[src/rtl/feature_bank_router_pkg.sv]
// Shared defaults, fill-state encoding and bank-index helper for feature_bank_router.
package feature_bank_router_pkg;

   localparam int NUM_BANKS_DEF     = 2;
   localparam int ADDR_WIDTH_DEF    = 15;
   localparam int FEATURE_WIDTH_DEF = 16;

   typedef enum logic {
      FILL = 1'b0,
      WAIT = 1'b1
   } fill_state_e;

   // Round-robin successor of a bank index, wrapping at num_banks-1.
   function automatic int next_bank_idx(input int cur, input int num_banks);
      return (cur >= num_banks - 1) ? 0 : cur + 1;
   endfunction

endpackage

[src/rtl/feature_bank_router_if.sv]
// Fetcher-side feature write stream: valid/ready handshake plus bank select, address and data.
interface feature_bank_router_if #(
   parameter int ADDR_WIDTH = 15,
   parameter int DATA_WIDTH = 32,
   parameter int SEL_W      = 1
);
   logic                  fetcher_to_mem;
   logic                  fetcher_ready;
   logic [SEL_W-1:0]      wr_feature_sel;
   logic [ADDR_WIDTH-1:0] wr_feature_addr;
   logic [DATA_WIDTH-1:0] wr_feature_data;

   modport master (
      output fetcher_to_mem, wr_feature_sel, wr_feature_addr, wr_feature_data,
      input  fetcher_ready
   );

   modport slave (
      input  fetcher_to_mem, wr_feature_sel, wr_feature_addr, wr_feature_data,
      output fetcher_ready
   );
endinterface

[src/rtl/feature_bank_router_bank_full_tracker.sv]
// Per-bank full flags with set-over-release priority, plus the successor bank and whether it
// will be free once this cycle's set/releases land.
module feature_bank_router_bank_full_tracker
   import feature_bank_router_pkg::*;
#(
   parameter int NUM_BANKS = 2,
   parameter int SEL_W     = 1
) (
   input  logic                 clk,
   input  logic                 rst,
   input  logic                 set_en,
   input  logic [SEL_W-1:0]     set_idx,
   input  logic [NUM_BANKS-1:0] bank_release,
   input  logic [SEL_W-1:0]     cur_bank,
   output logic [NUM_BANKS-1:0] bank_full,
   output logic [SEL_W-1:0]     next_bank,
   output logic                 next_bank_free
);
   logic [NUM_BANKS-1:0] full_q;
   logic [NUM_BANKS-1:0] full_d;

   generate
      for (genvar gi = 0; gi < NUM_BANKS; gi++) begin : g_bank
         assign full_d[gi] = (set_en && set_idx == SEL_W'(gi)) || (full_q[gi] && !bank_release[gi]);
      end
   endgenerate

   assign next_bank      = SEL_W'(next_bank_idx(int'(cur_bank), NUM_BANKS));
   assign next_bank_free = !full_d[next_bank];
   assign bank_full      = full_q;

   always_ff @(posedge clk or negedge rst) begin
      if (!rst) begin
         full_q <= '0;
      end else begin
         full_q <= full_d;
      end
   end
endmodule

[src/rtl/feature_bank_router.sv]
// Routes the fetcher feature write stream into NUM_BANKS buffers, manual select or auto fill.
// Define FEATURE_LOAD_ADDR_GEN_EN to generate the per-tile write address internally.
module feature_bank_router
   import feature_bank_router_pkg::*;
#(
   parameter int NUM_BANKS     = NUM_BANKS_DEF,
   parameter int ADDR_WIDTH    = ADDR_WIDTH_DEF,
   parameter int FEATURE_WIDTH = FEATURE_WIDTH_DEF,
   parameter int DATA_WIDTH    = 2 * FEATURE_WIDTH,
   parameter int SEL_W         = $clog2(NUM_BANKS)
) (
   input  logic                            clk,
   input  logic                            rst,
   input  logic                            cfg_auto,
   input  logic [ADDR_WIDTH:0]             cfg_tile_len,
   feature_bank_router_if.slave            wr,
   output logic [NUM_BANKS-1:0]            mem_wr_en,
   output logic [NUM_BANKS*ADDR_WIDTH-1:0] mem_wr_addr,
   output logic [NUM_BANKS*DATA_WIDTH-1:0] mem_wr_data,
   output logic [NUM_BANKS-1:0]            bank_full,
   input  logic [NUM_BANKS-1:0]            bank_release,
   output logic [SEL_W-1:0]                cur_bank,
   output logic                            sel_err
);
   localparam logic [ADDR_WIDTH:0] CNT_ONE = (ADDR_WIDTH+1)'(1);

   fill_state_e                   state_q, state_d;
   logic [SEL_W-1:0]              cur_q, cur_d;
   logic [ADDR_WIDTH:0]           count_q, count_d, count_base, tile_m1;
   logic                          auto_q;
   logic                          sel_err_q, sel_err_d;
   logic [NUM_BANKS-1:0]          en_q, en_d;
   logic [NUM_BANKS*ADDR_WIDTH-1:0] addr_q, addr_d;
   logic [NUM_BANKS*DATA_WIDTH-1:0] data_q, data_d;

   logic                          ready, accept, mode_sw, tgt_valid, set_en, next_free;
   logic [SEL_W-1:0]              tgt_bank, next_bank;
   logic [ADDR_WIDTH-1:0]         wr_addr;

   assign ready   = !cfg_auto || state_q == FILL;
   assign accept  = wr.fetcher_to_mem && ready;
   assign mode_sw = cfg_auto != auto_q;
   // A mode change restarts the tile count before this cycle's word is counted.
   assign count_base = mode_sw ? '0 : count_q;
   assign tile_m1    = (cfg_tile_len == '0) ? '0 : cfg_tile_len - CNT_ONE;

   assign wr.fetcher_ready = ready;
   assign tgt_bank  = cfg_auto ? cur_q : wr.wr_feature_sel;
   assign tgt_valid = accept && (cfg_auto || ({1'b0, wr.wr_feature_sel} < (SEL_W+1)'(NUM_BANKS)));

`ifdef FEATURE_LOAD_ADDR_GEN_EN
   assign wr_addr = count_base[ADDR_WIDTH-1:0];
`else
   assign wr_addr = wr.wr_feature_addr;
`endif

   feature_bank_router_bank_full_tracker #(
      .NUM_BANKS (NUM_BANKS),
      .SEL_W     (SEL_W)
   ) u_tracker (
      .clk            (clk),
      .rst            (rst),
      .set_en         (set_en),
      .set_idx        (cur_q),
      .bank_release   (bank_release),
      .cur_bank       (cur_q),
      .bank_full      (bank_full),
      .next_bank      (next_bank),
      .next_bank_free (next_free)
   );

   always_comb begin
      state_d   = state_q;
      cur_d     = cur_q;
      count_d   = count_base;
      sel_err_d = sel_err_q;
      set_en    = 1'b0;
      if (!cfg_auto) begin
         state_d = FILL;
         if (accept) begin
            if (!tgt_valid) sel_err_d = 1'b1;
`ifdef FEATURE_LOAD_ADDR_GEN_EN
            count_d = {1'b0, count_base[ADDR_WIDTH-1:0] + ADDR_WIDTH'(1)};
`endif
         end
      end else if (accept) begin
         if (count_base == tile_m1) begin
            set_en  = 1'b1;
            count_d = '0;
            cur_d   = next_bank;
            state_d = next_free ? FILL : WAIT;
         end else begin
            count_d = count_base + CNT_ONE;
         end
      end else if (mode_sw || state_q == WAIT) begin
         state_d = bank_full[cur_q] ? WAIT : FILL;
      end
   end

   generate
      for (genvar gi = 0; gi < NUM_BANKS; gi++) begin : g_lane
         assign en_d[gi] = tgt_valid && tgt_bank == SEL_W'(gi);
         assign addr_d[gi*ADDR_WIDTH +: ADDR_WIDTH] = en_d[gi] ? wr_addr : '0;
         assign data_d[gi*DATA_WIDTH +: DATA_WIDTH] = en_d[gi] ? wr.wr_feature_data : '0;
      end
   endgenerate

   always_ff @(posedge clk or negedge rst) begin
      if (!rst) begin
         state_q   <= FILL;
         cur_q     <= '0;
         count_q   <= '0;
         auto_q    <= 1'b0;
         sel_err_q <= 1'b0;
         en_q      <= '0;
         addr_q    <= '0;
         data_q    <= '0;
      end else begin
         state_q   <= state_d;
         cur_q     <= cur_d;
         count_q   <= count_d;
         auto_q    <= cfg_auto;
         sel_err_q <= sel_err_d;
         en_q      <= en_d;
         addr_q    <= addr_d;
         data_q    <= data_d;
      end
   end

   assign mem_wr_en   = en_q;
   assign mem_wr_addr = addr_q;
   assign mem_wr_data = data_q;
   assign cur_bank    = cur_q;
   assign sel_err     = sel_err_q;
endmodule

[src/flat_wrapper.sv]
// flat-port wrapper written by rule: the top's interface ports become plain ports
module feature_bank_router_flat import feature_bank_router_pkg::*;
#(
   parameter int NUM_BANKS     = NUM_BANKS_DEF,
   parameter int ADDR_WIDTH    = ADDR_WIDTH_DEF,
   parameter int FEATURE_WIDTH = FEATURE_WIDTH_DEF,
   parameter int DATA_WIDTH    = 2 * FEATURE_WIDTH,
   parameter int SEL_W         = $clog2(NUM_BANKS)
)
  (clk, rst, cfg_auto, cfg_tile_len, mem_wr_en, mem_wr_addr, mem_wr_data, bank_full, bank_release, cur_bank, sel_err, wr_fetcher_to_mem, wr_wr_feature_sel, wr_wr_feature_addr, wr_wr_feature_data, wr_fetcher_ready);
  feature_bank_router_if #(.ADDR_WIDTH(ADDR_WIDTH), .DATA_WIDTH(DATA_WIDTH), .SEL_W(SEL_W)) wr_i ();
  input  logic clk;
  input  logic rst;
  input  logic cfg_auto;
  input  logic [ADDR_WIDTH:0] cfg_tile_len;
  output logic [NUM_BANKS-1:0] mem_wr_en;
  output logic [NUM_BANKS*ADDR_WIDTH-1:0] mem_wr_addr;
  output logic [NUM_BANKS*DATA_WIDTH-1:0] mem_wr_data;
  output logic [NUM_BANKS-1:0] bank_full;
  input  logic [NUM_BANKS-1:0] bank_release;
  output logic [SEL_W-1:0] cur_bank;
  output logic sel_err;
  input wire logic [$bits(wr_i.fetcher_to_mem)-1:0] wr_fetcher_to_mem;
  input wire logic [$bits(wr_i.wr_feature_sel)-1:0] wr_wr_feature_sel;
  input wire logic [$bits(wr_i.wr_feature_addr)-1:0] wr_wr_feature_addr;
  input wire logic [$bits(wr_i.wr_feature_data)-1:0] wr_wr_feature_data;
  output wire logic [$bits(wr_i.fetcher_ready)-1:0] wr_fetcher_ready;
  assign wr_i.fetcher_to_mem = wr_fetcher_to_mem;
  assign wr_i.wr_feature_sel = wr_wr_feature_sel;
  assign wr_i.wr_feature_addr = wr_wr_feature_addr;
  assign wr_i.wr_feature_data = wr_wr_feature_data;
  assign wr_fetcher_ready = wr_i.fetcher_ready;
  feature_bank_router #(.NUM_BANKS(NUM_BANKS), .ADDR_WIDTH(ADDR_WIDTH), .FEATURE_WIDTH(FEATURE_WIDTH), .DATA_WIDTH(DATA_WIDTH), .SEL_W(SEL_W)) u_core (.clk(clk), .rst(rst), .cfg_auto(cfg_auto), .cfg_tile_len(cfg_tile_len), .wr(wr_i), .mem_wr_en(mem_wr_en), .mem_wr_addr(mem_wr_addr), .mem_wr_data(mem_wr_data), .bank_full(bank_full), .bank_release(bank_release), .cur_bank(cur_bank), .sel_err(sel_err));
endmodule
[config.mk]
export PLATFORM = sky130hd
export DESIGN_NAME = feature_bank_router_flat
export DESIGN_NICKNAME = d
export VERILOG_FILES = /design/src/rtl/feature_bank_router_pkg.sv /design/src/rtl/feature_bank_router_if.sv /design/src/rtl/feature_bank_router_bank_full_tracker.sv /design/src/rtl/feature_bank_router.sv /design/src/flat_wrapper.sv
export SDC_FILE = /design/constraint.sdc
export NUM_CORES = 1
export LEC_CHECK = 0
export ABC_AREA = 0
export CORE_ASPECT_RATIO = 0.75
export CORE_MARGIN = 10
export CORE_UTILIZATION = 49
export DETAILED_ROUTE_END_ITERATION = 8
export PLACE_DENSITY = 0.84
export SYNTH_ARGS = -nofsm -noshare
export SYNTH_HDL_FRONTEND = slang
export SYNTH_SLANG_ARGS = --single-unit
[constraint.sdc]
create_clock -name clk -period 4.5 [get_ports clk]
set_clock_uncertainty 0.05 [all_clocks]
set_input_delay 0.9 -clock clk [delete_from_list [all_inputs] [get_ports clk]]
set_output_delay 0.9 -clock clk [all_outputs]
set_load 0.02 [all_outputs]
* Word level (Yosys, flattened, before mapping)
Index checks and enable logic that the tools add are counted.
** Storage, ports and cells
- Bits in registers :: 117
- Logic and storage cells :: 62
- Output and inout bits :: 101
- Bits of input ports :: 70
** Operators by class
- Magnitude comparators :: 3
- Eq/ne operators :: 4
- Add/subtract/negate cells :: 3
- Bitwise logic cells :: 3
- Reductions and logical operators :: 17
- Multiplexer cells :: 24
** Operators by type and width (count)
- 2-to-1 mux 16 bit :: 5
- 2-to-1 mux 32 bit :: 2
- 2-to-1 mux 15 bit :: 2
- adder 16 x 1 -> 16 bit, second input constant :: 1
- == test 16 bit :: 1
- logical NOT 16 bit :: 1
- subtractor 16 x 1 -> 16 bit, second input constant :: 1
- 2-to-1 mux 1 bit :: 15
- logical AND 1 bit :: 7
- logical OR 1 bit :: 4
- less-than comparator 1 x 2 -> 1 bit, second input constant :: 2
- logical NOT 1 bit :: 3
- inequality test 3 x 1 -> 1 bit, second input constant :: 1
- inequality test 3 bit, second input constant :: 1
- inverter 1 bit :: 3
- AND reduction 3 bit :: 1
- AND reduction 2 bit :: 1
- adder 1 bit, second input constant :: 1
- greater-or-equal comparator 1 bit, second input constant :: 1
- inequality test 1 bit :: 1

* Depth between registers and ports, before layout
Gate-level depths: netlist (run 1).
- Depth after elaboration :: 14
- Depth in mapped cells :: 14
- Mapped depth without buffers :: 11

* By module
From an unflattened synthesis (run 1), not the netlist that was laid out.
** Second synthesis, totals
- Cell total of the unflattened synthesis :: 451
- Area, all modules :: 5049.8 um^2
** Modules (own cells, without submodules)
- feature_bank_router :: cells an instance 441, sequential area each 2877.8 um^2, times used 1, area an instance 4949.7 um^2
- feature_bank_router_bank_full_tracker :: cells an instance 10, sequential area each 50.0 um^2, times used 1, area an instance 100.1 um^2

* Worst setup path after synthesis (run 1)
OpenSTA, ideal clock, no wires.
- Path kind :: input port to flip-flop
- Start point :: in cfg_tile_len[0]
- End point :: reg u_core.count_q[9]
- Arrival :: 3.164 ns
- Library setup time :: 0.121 ns
- Stages on the path :: 11
- Path slack :: 1.165 ns
- Buffers on the path :: 2
- Data required time :: 4.329 ns
- Path through :: inv_1 -> ha_1 -> or3b_1 -> clkbuf_1 -> or4_4 -> nand3_2 -> o2111ai_1 -> nor4_2 -> o2111ai_2 -> buf_6 -> a22o_1
** On the way
- Word-level cells in the longest chain between the ends :: 6
- Elaborated cells on any way between the ends :: 7
- Those cells by class :: add/sub (1); eq/ne (1); mux (4); reduce/logical (1)
** RTL lines
- start, declared :: RTL line flat_wrapper.sv:15 : input logic [ADDR_WIDTH:0] cfg_tile_len;
- subtractor 16 x 1 -> 16 bit or logical NOT 16 bit (tied branches) :: RTL line feature_bank_router.sv:45 : assign tile_m1 = (cfg_tile_len == '0) ? '0 : cfg_tile_len - CNT_ONE;
- 2-to-1 mux 16 bit * :: RTL line feature_bank_router.sv:45
- == test 16 bit * :: RTL line feature_bank_router.sv:87 : if (count_base == tile_m1) begin
- 2-to-1 mux 16 bit * :: RTL line feature_bank_router.sv:87
- 2-to-1 mux 16 bit * :: RTL line feature_bank_router.sv:86 : end else if (accept) begin
- 2-to-1 mux 16 bit * :: RTL line feature_bank_router.sv:78 : if (!cfg_auto) begin
- named net u_core.count_d[9] :: RTL line feature_bank_router.sv:29 : logic [ADDR_WIDTH:0] count_q, count_d, count_base, tile_m1;
- end signal, assigned :: RTL line feature_bank_router.sv:121 : count_q <= count_d;
- end, declared :: RTL line feature_bank_router.sv:29
Mark *: on every way through the listed nets, which the timed path passes. The rest lies on a longest branch.
A chain may end at the register's enable or synchronous reset.

* Final worst setup path (run 1)
- Start point :: in cfg_tile_len[0]
- End point :: reg u_core.cur_q (netlist: u_core.cur_bank)
** On the way
- Word-level cells in the longest chain between the ends :: 4
- Elaborated cells on any way between the ends :: 5
- Those cells by class :: add/sub (1); eq/ne (1); mux (1); reduce/logical (2)
** RTL lines
- subtractor 16 x 1 -> 16 bit or logical NOT 16 bit (tied branches) :: RTL line feature_bank_router.sv:45
- 2-to-1 mux 16 bit * :: RTL line feature_bank_router.sv:45
- == test 16 bit * :: RTL line feature_bank_router.sv:87
- AND reduction 3 bit (no source line) *
- end signal, assigned :: RTL line feature_bank_router.sv:120 : cur_q <= cur_d;
- end, declared :: RTL line feature_bank_router.sv:28 : logic [SEL_W-1:0] cur_q, cur_d;
Mark *: on every way between the ends. The rest lies on a longest branch, timed or not.

==> metrics.md, run 1 <==
| Metric | Value |
|---|---|
| Status | `finished, final reports clean` |
| Predominant post-synthesis flop cell | `dfrtp_1` |
| Cts hold-fix bufs | `0` |
| Area Growth Syn to Fin | `47.03%` |
| Async S/R FF share, synth | `100.0%` |
| H-tree depth | `4` |
| Reg2Reg Depth | `10` |
| Most used routing layer | `met2` |
| Avg Inst Size Synth | `10.63 sq um` |
| Vias in the first global route | `4411` |
| CTS max path bufs | `2` |
| FF-to-FF setup slack | `1.49 ns` |
| Internal power | `2.004 mW` |
| Met3 Track Usage GR | `11.82%` |
| Detailed Routing Iterations Pass 1 | `7` |
| Setup bufs post-CTS | `0` |
| PD cells | `355.7 nW/um^2` |
| Sequential Power Share | `41.5%` |
| Rows | `32` |
| Critical path's largest stage delay | `about 0.53 ns` |
| CTS tree | `yes` |
| VDD IR max | `roughly 0.32 mV` |
| Root buffer cell | `clkbuf_16` |
| #FFs+latches synth | `117` |
| First-pass GRT wire length | `22830 um` |
| FF-to-FF End | `u_core.count_q[8]$_DFF_PN0_` |
| Worst EP required | `~4.8 ns` |
| Commonest non-fill, non-tap cell in the layout | `clkdlybuf4s50_1` |
| Clock Latency Late Sink | `0.40 ns` |
| F_max | `262.2 MHz` |
| Synth cell types | `56` |
| Diodes inserted | `0` |
| Post-synthesis cell count | `~480` |
| LEAKAGE | `3.277 nW` |
| ANT nets after route | `0` |
| Slowest-stage cell, CP | `clkdlybuf4s50_1` |
| CORE AREA | `between 10000 and 15000 sq um` |
| Worst r2r src | `u_core.auto_q$_DFF_PN0_` |
| Final period util | `84.76%` |
| Residual DRC count | `0` |
| Final core occ | `73.17%` |
| GR Util All Layers | `around a fifth` |
| Synth Cell Area | `5081 sq um` |
| CTS Buf Count | `17` |
| Fin. Hold Viols | `0` |
| Mapped Nets | `550` |
| Yosys warns | `0` |
| Crit-path max FO | `12` |
| Crit path time final | `between 3 and 4 ns` |
| Final setup viols | `0` |
| Starting Density | `between 40% and 50%` |
| Via count | `4258` |
| Clock Sink Count | `117` |
| Most frequent cells in the layout | `clkdlybuf4s50_1, dfrtp_1, and2_1` |
| Register clock-pin slew on the reported worst setup and hold paths | `0.06 ns` |
| Placed standard-cell area | `6915 sq um` |
| Die X-Extent | `137.6 um` |
| Met2 Use GR | `31.91%` |
| GPL Wtd Cong | `0.9202` |
| Iteration-0 DRC Markers | `488` |
| Nets@finish | `725` |
| Critical-path cell list | `clkdlybuf4s50_1 -> inv_1 -> ha_1 -> nor3b_1 -> and4_1 -> o21ai_0 -> a221o_1 -> nor4_2 -> o2111ai_2 -> buf_4 -> nor2_2 -> xnor2_1` |
| I/O pin cnt | `around 170` |
| Clk pwr share | `a little under half` |
| Final wirelength | `roughly 15000 um` |
| RSZ-0062 raised after global routing | `no` |
| Worst slew pin tran | `0.6549 ns` |
| Layout cell share with drive strength beyond 1 | `between 7 and 8%` |
| Final Max Slew Viols | `0` |
| Via density | `~5.3` |
| PortBufs | `~170` |
| Antenna violations before repair | `0` |
| Hpwl dp | `10810 um` |
| Design Area, Final | `approximately 7500 sq um` |
| # Max-Cap Violations | `0` |
| Critical Path Source Type | `primary input` |
| Gr ovfl total | `0` |
| WS Path Type | `in -> reg` |
| TNS Setup | `0 ns` |
| Die H | `108.2 um` |
| Pin count of the biggest net entering global routing | `55` |
| Die area | `14890 sq um` |
| Post-synth EDFFs | `0` |
| Nature of the critical path endpoint | `flip-flop` |
| Psw | `0.6532 mW` |
| Worst EP arrival | `4.07 ns` |
| Seq/Total Area, Yosys | `around 58%` |
| PnR Total Power | `2.657 mW` |
| Slew HR | `56.34%` |
| WL per Instance | `18.21 um` |
| Comb pwr share | `12.1%` |
| Met1 Use GR | `22.14%` |
| Sw frac | `24.58%` |
| HP Class | `in -> async` |
| Cells resized by post-CTS repair | `0` |
## registers in the layout, summed over array words and instances (netlist names)
signal and count:
u_core.mem_wr_data 64, u_core.count_q 16, u_core.u_tracker.bank_full 2, u_core.mem_wr_addr 30
u_core.cur_bank 1, u_core.state_q 1, u_core.mem_wr_en 2, u_core.auto_q 1
## worst max path at each step
| stage | slack [ns] | from | end | cells past startpoint |
|---|---|---|---|---|
| 2_1_floorplan | 1.17 | cfg_tile_len[0] | u_core.count_q[9]$_DFF_PN0_ | 11 |
| 6_report | 0.69 | cfg_tile_len[0] | u_core.cur_bank$_DFFE_PN0P_ | 12 |
| 3_3_place_gp | 0.45 | cfg_tile_len[0] | u_core.cur_bank$_DFFE_PN0P_ | 12 |
| 5_1_grt | 0.49 | cfg_tile_len[0] | u_core.cur_bank$_DFFE_PN0P_ | 12 |
| 4_1_cts | 0.74 | cfg_tile_len[0] | u_core.cur_bank$_DFFE_PN0P_ | 12 |
| 3_5_place_dp | 0.33 | cfg_tile_len[0] | u_core.cur_bank$_DFFE_PN0P_ | 12 |
## per-layer routing
layer | routed length [um] | vias to the layer above | share of wire (%)
met3 | 1925 | 11 | 13
met4 | 100 | 0 | 0.68
met1 | 5456 | 2059 | 37
met2 | 7125 | 194 | 49
met5 | 0 | - | 0
li1 | - | 1994 | -
## per-stage QoR
step / worst slack, ns / std cells / hold slack (ns)
after floorplan: 1.165 / 478 / 0.4581
after global placement: 0.4502 / 770 / 0.4716
after detailed placement: 0.3273 / 770 / 0.5035
after CTS: 0.7420 / 802 / 0.4987
after global routing: 0.4875 / 802 / 0.5292
final: 0.6858 / 802 / 0.4809
## critical path, delay by kind of cell
kind | cells | cell delay [ns]
compound gates | 3 | 0.67
xor+xnor | 1 | 0.14
fa+ha+maj | 1 | 0.19
buf+inv | 3 | 0.86
simple gates | 4 | 1.30
## power groups by stage
stage               registers, mW  logic, mW  clock network, mW
detailed placement           1.12      0.322                  0
global placement             1.12      0.315                  0
floorplan                    1.16     0.0869                  0
finish                       1.10      0.321               1.23
CTS                          1.10      0.324               1.26
global route                 1.11      0.348               1.32
## Yosys cell counts, drive strengths merged (2+ instances only)
cell | instances | area share (%)
o2111ai | 2 | 0.47
nand3b | 2 | 0.30
nand2 | 33 | 2.4
or3 | 2 | 0.25
or4 | 7 | 1.2
a22o | 6 | 1.0
nor3b | 4 | 0.59
o31ai | 3 | 0.44
and2 | 96 | 12
dfrtp | 117 | 58
nor3 | 7 | 0.69
nor4 | 9 | 1.4
ha | 2 | 0.49
nand4 | 8 | 0.99
a221o | 2 | 0.39
nand3 | 19 | 2.0
xor2 | 10 | 1.7
buf | 6 | 0.76
a211oi | 3 | 0.44
and3 | 4 | 0.49
a21oi | 9 | 0.89
xnor2 | 10 | 1.7
o21ai | 21 | 2.1
mux2i | 2 | 0.39
a31oi | 4 | 0.49
inv | 12 | 0.89
a41oi | 2 | 0.34
clkbuf | 17 | 1.3
or2 | 2 | 0.25
and4 | 2 | 0.34
nor2 | 38 | 2.9
a32oi | 2 | 0.34
## area by class of cell
cell class                 instances  area [sq um]
sequential                       117          2928
fill                             711          2739
multi-input combinational        326          2008
timing repair buffer             179          1764
clock buffer                      18         429.2
tap                              136         170.2
clock inverter                    14         126.4
inverter                          12         45.04
## cells by family (layout without fill, tap and decap cells)
group           count (synthesis)  after routing  share of synthesized area [%]
compound gates                 65             65                          8.791
xor+xnor                       21             21                          3.915
fa+ha+maj                       2              2                         0.4924
buf+inv                        35            223                          2.906
flops                         117            117                          57.62
mux                             2              2                         0.3940
other cells                     1              1                        0.07380
simple gates                  235            235                          25.81
Power figures use the tool's default switching activity.
==> inputs of run 2 (changes only) <==
--- a/config.mk
+++ b/config.mk
@@ -8,9 +8,9 @@
 export ABC_AREA = 0
 export CORE_ASPECT_RATIO = 0.75
 export CORE_MARGIN = 10
-export CORE_UTILIZATION = 49
+export CORE_UTILIZATION = 46
 export DETAILED_ROUTE_END_ITERATION = 8
-export PLACE_DENSITY = 0.84
+export PLACE_DENSITY = 0.8
 export SYNTH_ARGS = -nofsm -noshare
 export SYNTH_HDL_FRONTEND = slang
 export SYNTH_SLANG_ARGS = --single-unit
==> constraint.sdc (replaced) <==
create_clock -name clk -period 3.8 [get_ports clk]
set_clock_uncertainty 0.05 [all_clocks]
set_input_delay 0.76 -clock clk [delete_from_list [all_inputs] [get_ports clk]]
set_output_delay 0.76 -clock clk [all_outputs]
set_load 0.02 [all_outputs]
==> run 2 against run 1 <==
Net effect: worst setup slack got worse by 0.28 ns; critical path type unchanged; non-clock buffer count rose by 12; critical endpoint is now u_core.u_tracker.bank_full[1]$_DFF_PN0_; hold slack got worse by 0.12 ns; count of clock-buffer cells in the layout unchanged; largest power group unchanged; final area is 2.2% higher.
==> metrics.md, run 2 (synthesis gave the netlist of run 1 again) <==
| Metric | Value |
|---|---|
| TNS Setup | `0 ns (unchanged)` |
| First-pass GRT wire length | `25550 um (+12%)` |
| Clock Latency Late Sink | `0.41 ns (about the same)` |
| PD cells | `432.8 nW/um^2 (+22%)` |
| Max FFs per register | `64 (unchanged)` |
| Register clock-pin slew on the reported worst setup and hold paths | `0.06 ns (about the same)` |
| CTS tree | `yes` |
| Final wirelength | `16090 um (+10%)` |
| Cts hold-fix bufs | `0 (unchanged)` |
| Nature of the critical path endpoint | `flip-flop` |
| Most frequent cells in the layout | `clkdlybuf4s50_1, dfrtp_1, and2_1` |
| Final Max Slew Viols | `0 (unchanged)` |
| Worst EP arrival | `3.69 ns (-0.38 ns)` |
| GR Util All Layers | `20.61% (+0.82 points)` |
| Final setup viols | `0 (unchanged)` |
| Layout cell share with drive strength beyond 1 | `9.587% (+1.6 points)` |
| Commonest non-fill, non-tap cell in the layout | `clkdlybuf4s50_1` |
| Hpwl dp | `11970 um (+11%)` |
| Slowest-stage cell, CP | `or4_4` |
| Fin cells | `818 (+2.0%)` |
| Placed standard-cell area | `7036 sq um (+1.7%)` |
| Worst EP required | `4.09 ns (-0.67 ns)` |
| Cells resized by post-CTS repair | `0 (unchanged)` |
| GPL Wtd Cong | `0.9178 (-0.26%)` |
| CTS Buf Count | `17 (unchanged)` |
| Cell family with most CP delay | `simple AND/OR/NAND/NOR gates` |
| Status | `finished, final reports clean` |
| I/O pin cnt | `171 (unchanged)` |
| WS Path Type | `in -> reg` |
| Design Area, Final | `7632 sq um (+2.2%)` |
| Crit path time final | `between 3 and 4 ns` |
| ANT nets after route | `0 (unchanged)` |
| Die X-Extent | `141.4 um (+2.7%)` |
| Area Growth Syn to Fin | `50.21%` |
| CORE AREA | `10860 sq um (+6.4%)` |
| Reg2Reg Depth | `10 (unchanged)` |
| Via density | `5.356 (+0.88%)` |
| RSZ-0062 raised after global routing | `no` |
| # Max-Cap Violations | `0 (unchanged)` |
| Die area | `15690 sq um (+5.4%)` |
| Antenna violations before repair | `0 (unchanged)` |
| Worst slew pin tran | `0.7730 ns (+0.1181 ns)` |
| WHS | `0.3563 ns (-0.1245 ns)` |
| Residual DRC count | `0 (unchanged)` |
| Setup bufs post-CTS | `0 (unchanged)` |
| Crit-path max FO | `12 (unchanged)` |
| H-tree depth | `4 (unchanged)` |
| Pin count of the biggest net entering global routing | `63 (+15%)` |
| Final period util | `roughly nine tenths` |
| Buf+Inv Stages, Crit Path | `3 (unchanged)` |
| Critical Path Source Type | `primary input` |
| Starting Density | `46.79% (-3.0 points)` |
| Via count | `4381 (+2.9%)` |
| Root buffer cell | `clkbuf_16` |
| VDD IR max | `0.3975 mV (+23%)` |
| Iteration-0 DRC Markers | `273 (-44%)` |
| Gr ovfl total | `0 (unchanged)` |
| Critical path's largest stage delay | `0.57 ns (+0.04 ns)` |
| Slew HR | `48.47% (-7.9 points)` |
| Detailed Routing Iterations Pass 1 | `7 (unchanged)` |
| HP Class | `in -> async` |
| Fin. Hold Viols | `0 (unchanged)` |
| F_max | `294.6 MHz` |
| Critical-path cell list | `clkdlybuf4s50_1 -> inv_1 -> ha_1 -> or3b_1 -> or4_4 -> nand3_2 -> o2111ai_1 -> nor4_2 -> o2111ai_2 -> buf_4 -> nor2_2 -> a22o_1` |
| WL per Instance | `19.67 um (+8.0%)` |
| Die H | `111.0 um (+2.6%)` |
| Nets@finish | `737 (+1.7%)` |
| CTS max path bufs | `2 (unchanged)` |
| Diodes inserted | `0 (unchanged)` |
| Levels on crit path | `12 (unchanged)` |
| Rows | `33 (+3.1%)` |
| LEAKAGE | `3.360 nW (+2.5%)` |
| Clock Sink Count | `117 (unchanged)` |
| Vias in the first global route | `4553 (+3.2%)` |
| PortBufs | `169 (unchanged)` |
| Placed insts | `786 (+2.1%)` |
## run 2: changes by cell type in the layout (fill, tap and decap cells not counted)
cell and delta:
buf_12 +2, buf_4 +10, bufinv_16 +1, clkinv_2 -4, inv_6 +1, inv_8 +2
## run 2: per-layer routing
layer | wire length (um) | GRT usage, %
met5 | 0 | 0
met4 | 160 | 6.319
met3 | 2114 | 12.41
met2 | 7511 | 31.05
met1 | 6306 | 23.95
## run 2: worst paths after layout
| check | from | endpoint | slack (ns) |
|---|---|---|---|
| setup reg to reg | u_core.auto_q$_DFF_PN0_ | u_core.count_q[8]$_DFF_PN0_ | 0.78 |
| hold reg to reg | u_core.u_tracker.bank_full[0]$_DFF_PN0_ | u_core.u_tracker.bank_full[0]$_DFF_PN0_ | 0.51 |
| hold / removal | rst | u_core.mem_wr_data[62]$_DFF_PN0_ | 0.36 |
| max in group asynchronous | rst | u_core.mem_wr_addr[6]$_DFF_PN0_ | 2.44 |
| min in group clk | u_core.u_tracker.bank_full[0]$_DFF_PN0_ | u_core.u_tracker.bank_full[0]$_DFF_PN0_ | 0.51 |
| setup / recovery | cfg_tile_len[0] | u_core.u_tracker.bank_full[1]$_DFF_PN0_ | 0.41 |
## run 2: power breakdown
group,total (mW),switching (mW),leakage (nW),internal (mW)
combinational,0.396,0.204,1.50,0.191
clock,1.60,0.619,0.286,0.985
sequential,1.30,0.0162,1.57,1.29
## run 2: area by class of cell
class,instances,area (sq um)
Clock buffer,18,429.2
Clock inverter,14,167.7
Fill cell,756,3227
Inverter,12,45.04
Multi-Input combinational cell,326,2008
Sequential cell,117,2928
Tap cell,140,175.2
Timing Repair Buffer,191,1879
## run 2: metrics by stage
stage	power [mW]	worst slack, ns	util (%)
floorplan	1.479	0.6051	-
global route	3.417	0.2100	70.28
global placement	1.712	0.05838	64.79
CTS	3.328	0.4295	70.28
detailed placement	1.722	0.01463	64.79
finish	3.304	0.4058	70.28
## run 2: worst reg2reg max path: cells and delay by family (launching register included)
kind            cells  cell delay (ns)
compound gates      3             0.36
fa+ha+maj           1             0.20
simple gates        5             1.18
xor+xnor            1             0.57
flops               1             0.51
==> inputs of run 3 (changes only) <==
--- a/config.mk
+++ b/config.mk
@@ -6,6 +6,7 @@
 export NUM_CORES = 1
 export LEC_CHECK = 0
 export ABC_AREA = 0
+export CAP_MARGIN = 10
 export CORE_ASPECT_RATIO = 0.75
 export CORE_MARGIN = 10
 export CORE_UTILIZATION = 46
==> constraint.sdc (replaced) <==
create_clock -name clk -period 3.8 [get_ports clk]
set_clock_uncertainty 0.05 [all_clocks]
set_input_delay 0.76 -clock clk [delete_from_list [all_inputs] [get_ports clk]]
set_output_delay 0.76 -clock clk [all_outputs]
set_load 0.05 [all_outputs]
==> run 3 against run 2 <==
Net effect: largest cell class unchanged; maximum frequency down 0.94%; first-iteration DRC count decreased by 23%; cell count is 0.12% lower; clock power fell by 3%; worst setup slack got worse by 0.032 ns; global-route usage is 0.18 points higher; hold slack gained 0.0094 ns; sequential power about the same; critical path type unchanged; total power increased by 1.2%; count of clock-buffer cells in the layout decreased by 1; critical path depth is the same; die area is the same.
==> metrics.md, run 3 (synthesis gave the netlist of run 1 again) <==
| Metric | Value |
|---|---|
| Worst EP required | `4.08 ns (about the same)` |
| I/O pin cnt | `171 (unchanged)` |
| Design Area, Final | `7609 sq um (-0.31%)` |
| Register clock-pin slew on the reported worst setup and hold paths | `0.06 ns (about the same)` |
| Via density | `5.341 (-0.27%)` |
| H-tree depth | `4 (unchanged)` |
| # Max-Cap Violations | `0 (unchanged)` |
| TNS Setup | `0 ns (unchanged)` |
| Status | `finished, final reports clean` |
| LEAKAGE | `3.350 nW (-0.30%)` |
| Diodes inserted | `0 (unchanged)` |
| Worst slew pin tran | `0.7612 ns (-0.01177 ns)` |
| Critical-path cell list | `clkdlybuf4s50_1 -> inv_1 -> ha_1 -> or3b_1 -> or4_4 -> nand3_2 -> o2111ai_1 -> nor4_2 -> o2111ai_2 -> buf_4 -> nor2_2 -> xnor2_1` |
| Worst EP arrival | `3.70 ns (about the same)` |
| F_max | `291.9 MHz (-0.94%)` |
| Buf+Inv Stages, Crit Path | `3 (unchanged)` |
| Vias in the first global route | `4696 (+3.1%)` |
| Cts hold-fix bufs | `0 (unchanged)` |
| Area Growth Syn to Fin | `49.74%` |
| First-pass GRT wire length | `25810 um (+1.0%)` |
| Commonest non-fill, non-tap cell in the layout | `clkdlybuf4s50_1` |
| GR Util All Layers | `20.79% (+0.18 points)` |
| Critical path's largest stage delay | `0.56 ns (about the same)` |
| Sequential Power Share | `39.0% (-0.5 points)` |
| Most frequent cells in the layout | `clkdlybuf4s50_1, dfrtp_1, and2_1` |
| CORE AREA | `10860 sq um (unchanged)` |
| Clk pwr share | `46.3% (-2.2 points)` |
| Setup bufs post-CTS | `0 (unchanged)` |
| Internal power | `2.444 mW (-0.81%)` |
| WL per Instance | `19.75 um (+0.38%)` |
| ANT nets after route | `0 (unchanged)` |
| Final core occ | `70.07% (-0.22 points)` |
| Placed standard-cell area | `7033 sq um (about the same)` |
| Crit-path max FO | `12 (unchanged)` |
| Final wirelength | `16130 um (+0.25%)` |
| Die area | `15690 sq um (unchanged)` |
| FILL cells | `758 (+0.26%)` |
| Setup WS pre-CTS | `-0.001358 ns (-0.01599 ns)` |
| Final setup viols | `0 (unchanged)` |
| Clock Sink Count | `117 (unchanged)` |
| Final period util | `90.17% (+0.84 points)` |
| Via count | `4364 (-0.39%)` |
| Fin. Hold Viols | `0 (unchanged)` |
| Cell family with most CP delay | `simple AND/OR/NAND/NOR gates` |
| GPL Wtd Cong | `0.9231 (+0.58%)` |
| WS Path Type | `in -> reg` |
| Clock Latency Late Sink | `0.41 ns (about the same)` |
| HP Class | `in -> async` |
| Root buffer cell | `clkbuf_16` |
| Max FFs per register | `64 (unchanged)` |
| Sw frac | `26.88% (+1.5 points)` |
| Iteration-0 DRC Markers | `211 (-23%)` |
| CTS max path bufs | `2 (unchanged)` |
| Nature of the critical path endpoint | `flip-flop` |
| Die H | `111.0 um (unchanged)` |
| Die X-Extent | `141.4 um (unchanged)` |
| Slew HR | `49.25% (+0.78 points)` |
| FF-to-FF setup slack | `0.76 ns (-0.02 ns)` |
| VDD IR max | `0.4379 mV (+10%)` |
| RSZ-0062 raised after global routing | `no` |
| Rows | `33 (unchanged)` |
| Starting Density | `46.79% (unchanged)` |
| Critical Path Source Type | `primary input` |
| PortBufs | `169 (unchanged)` |
| Detailed Routing Iterations Pass 1 | `5 (-2)` |
| Residual DRC count | `0 (unchanged)` |
| Hpwl dp | `12130 um (+1.3%)` |
| PD cells | `439.4 nW/um^2 (+1.5%)` |
| Crit path time final | `3.426 ns (+0.03206 ns)` |
| Pin count of the biggest net entering global routing | `63 (unchanged)` |
| CTS Buf Count | `17 (unchanged)` |
| Comb pwr share | `14.6% (+2.6 points)` |
| Psw | `0.8987 mW (+7.1%)` |
| Gr ovfl total | `0 (unchanged)` |
| Final Max Slew Viols | `0 (unchanged)` |
| Nets@finish | `737 (unchanged)` |
| Cells resized by post-CTS repair | `0 (unchanged)` |
| Antenna violations before repair | `0 (unchanged)` |
| CTS tree | `yes` |
| Final worst slack | `0.3737 ns (-0.03206 ns)` |
| WHS | `0.3657 ns (+0.009359 ns)` |
| Layout cell share with drive strength beyond 1 | `9.749% (+0.16 points)` |
| Slowest-stage cell, CP | `or4_4` |
[run 3: cell types whose count changed in the layout (fill, tap and decap cells not counted), sizes merged]
cell           delta
clkinv            +1
clkinvlp          +1
clkdlybuf4s50     -1
buf               +1
clkbuf            -1
inv               -2
[run 3: stage by stage]
| stage | instances | power (mW) |
|---|---|---|
| after floorplan | 478 | 1.571 |
| after global placement | 786 | 1.805 |
| after detailed placement | 786 | 1.815 |
| after CTS | 817 | 3.369 |
| after global routing | 817 | 3.454 |
| final | 817 | 3.343 |
[run 3: path summary, 6_finish.rpt]
kind / end / cells after the start / from
setup / recovery: u_core.cur_bank$_DFFE_PN0P_ / 12 / cfg_tile_len[1]
hold / removal: u_core.mem_wr_data[62]$_DFF_PN0_ / 1 / rst
setup reg to reg: u_core.count_q[8]$_DFF_PN0_ / 10 / u_core.auto_q$_DFF_PN0_
hold reg to reg: u_core.u_tracker.bank_full[0]$_DFF_PN0_ / 1 / u_core.u_tracker.bank_full[0]$_DFF_PN0_
max in group asynchronous: u_core.mem_wr_addr[6]$_DFF_PN0_ / 2 / rst
min in group clk: u_core.u_tracker.bank_full[0]$_DFF_PN0_ / 1 / u_core.u_tracker.bank_full[0]$_DFF_PN0_
[run 3: area by class of cell]
| class | count | area [sq um] | area share (%) |
|---|---|---|---|
| multi-input cells | 326 | 2008 | 26.39 |
| clock inverters | 14 | 150.1 | 1.973 |
| flip-flops and latches | 117 | 2928 | 38.48 |
| clock buffers | 17 | 425.4 | 5.591 |
| repair buffers | 191 | 1877 | 24.67 |
| inverters | 12 | 45.04 | 0.5920 |
| well taps | 140 | 175.2 | 2.302 |
[run 3: power groups by stage]
| stage | clock network (mW) | registers, mW | logic, mW |
|---|---|---|---|
| floorplan | 0 | 1.47 | 0.104 |
| global placement | 0 | 1.32 | 0.480 |
| detailed placement | 0 | 1.33 | 0.488 |
| CTS | 1.57 | 1.31 | 0.492 |
| global route | 1.62 | 1.31 | 0.520 |
| finish | 1.55 | 1.31 | 0.489 |
[run 3: layer usage]
metal / wire (um) / GRT usage (%) / up-vias
met3: 2393 / 14.13 / 10
li1: - / - / 2013
met5: 0 / 0 / -
met1: 5937 / 21.94 / 2146
met4: 109 / 4.533 / 0
met2: 7693 / 33.56 / 195
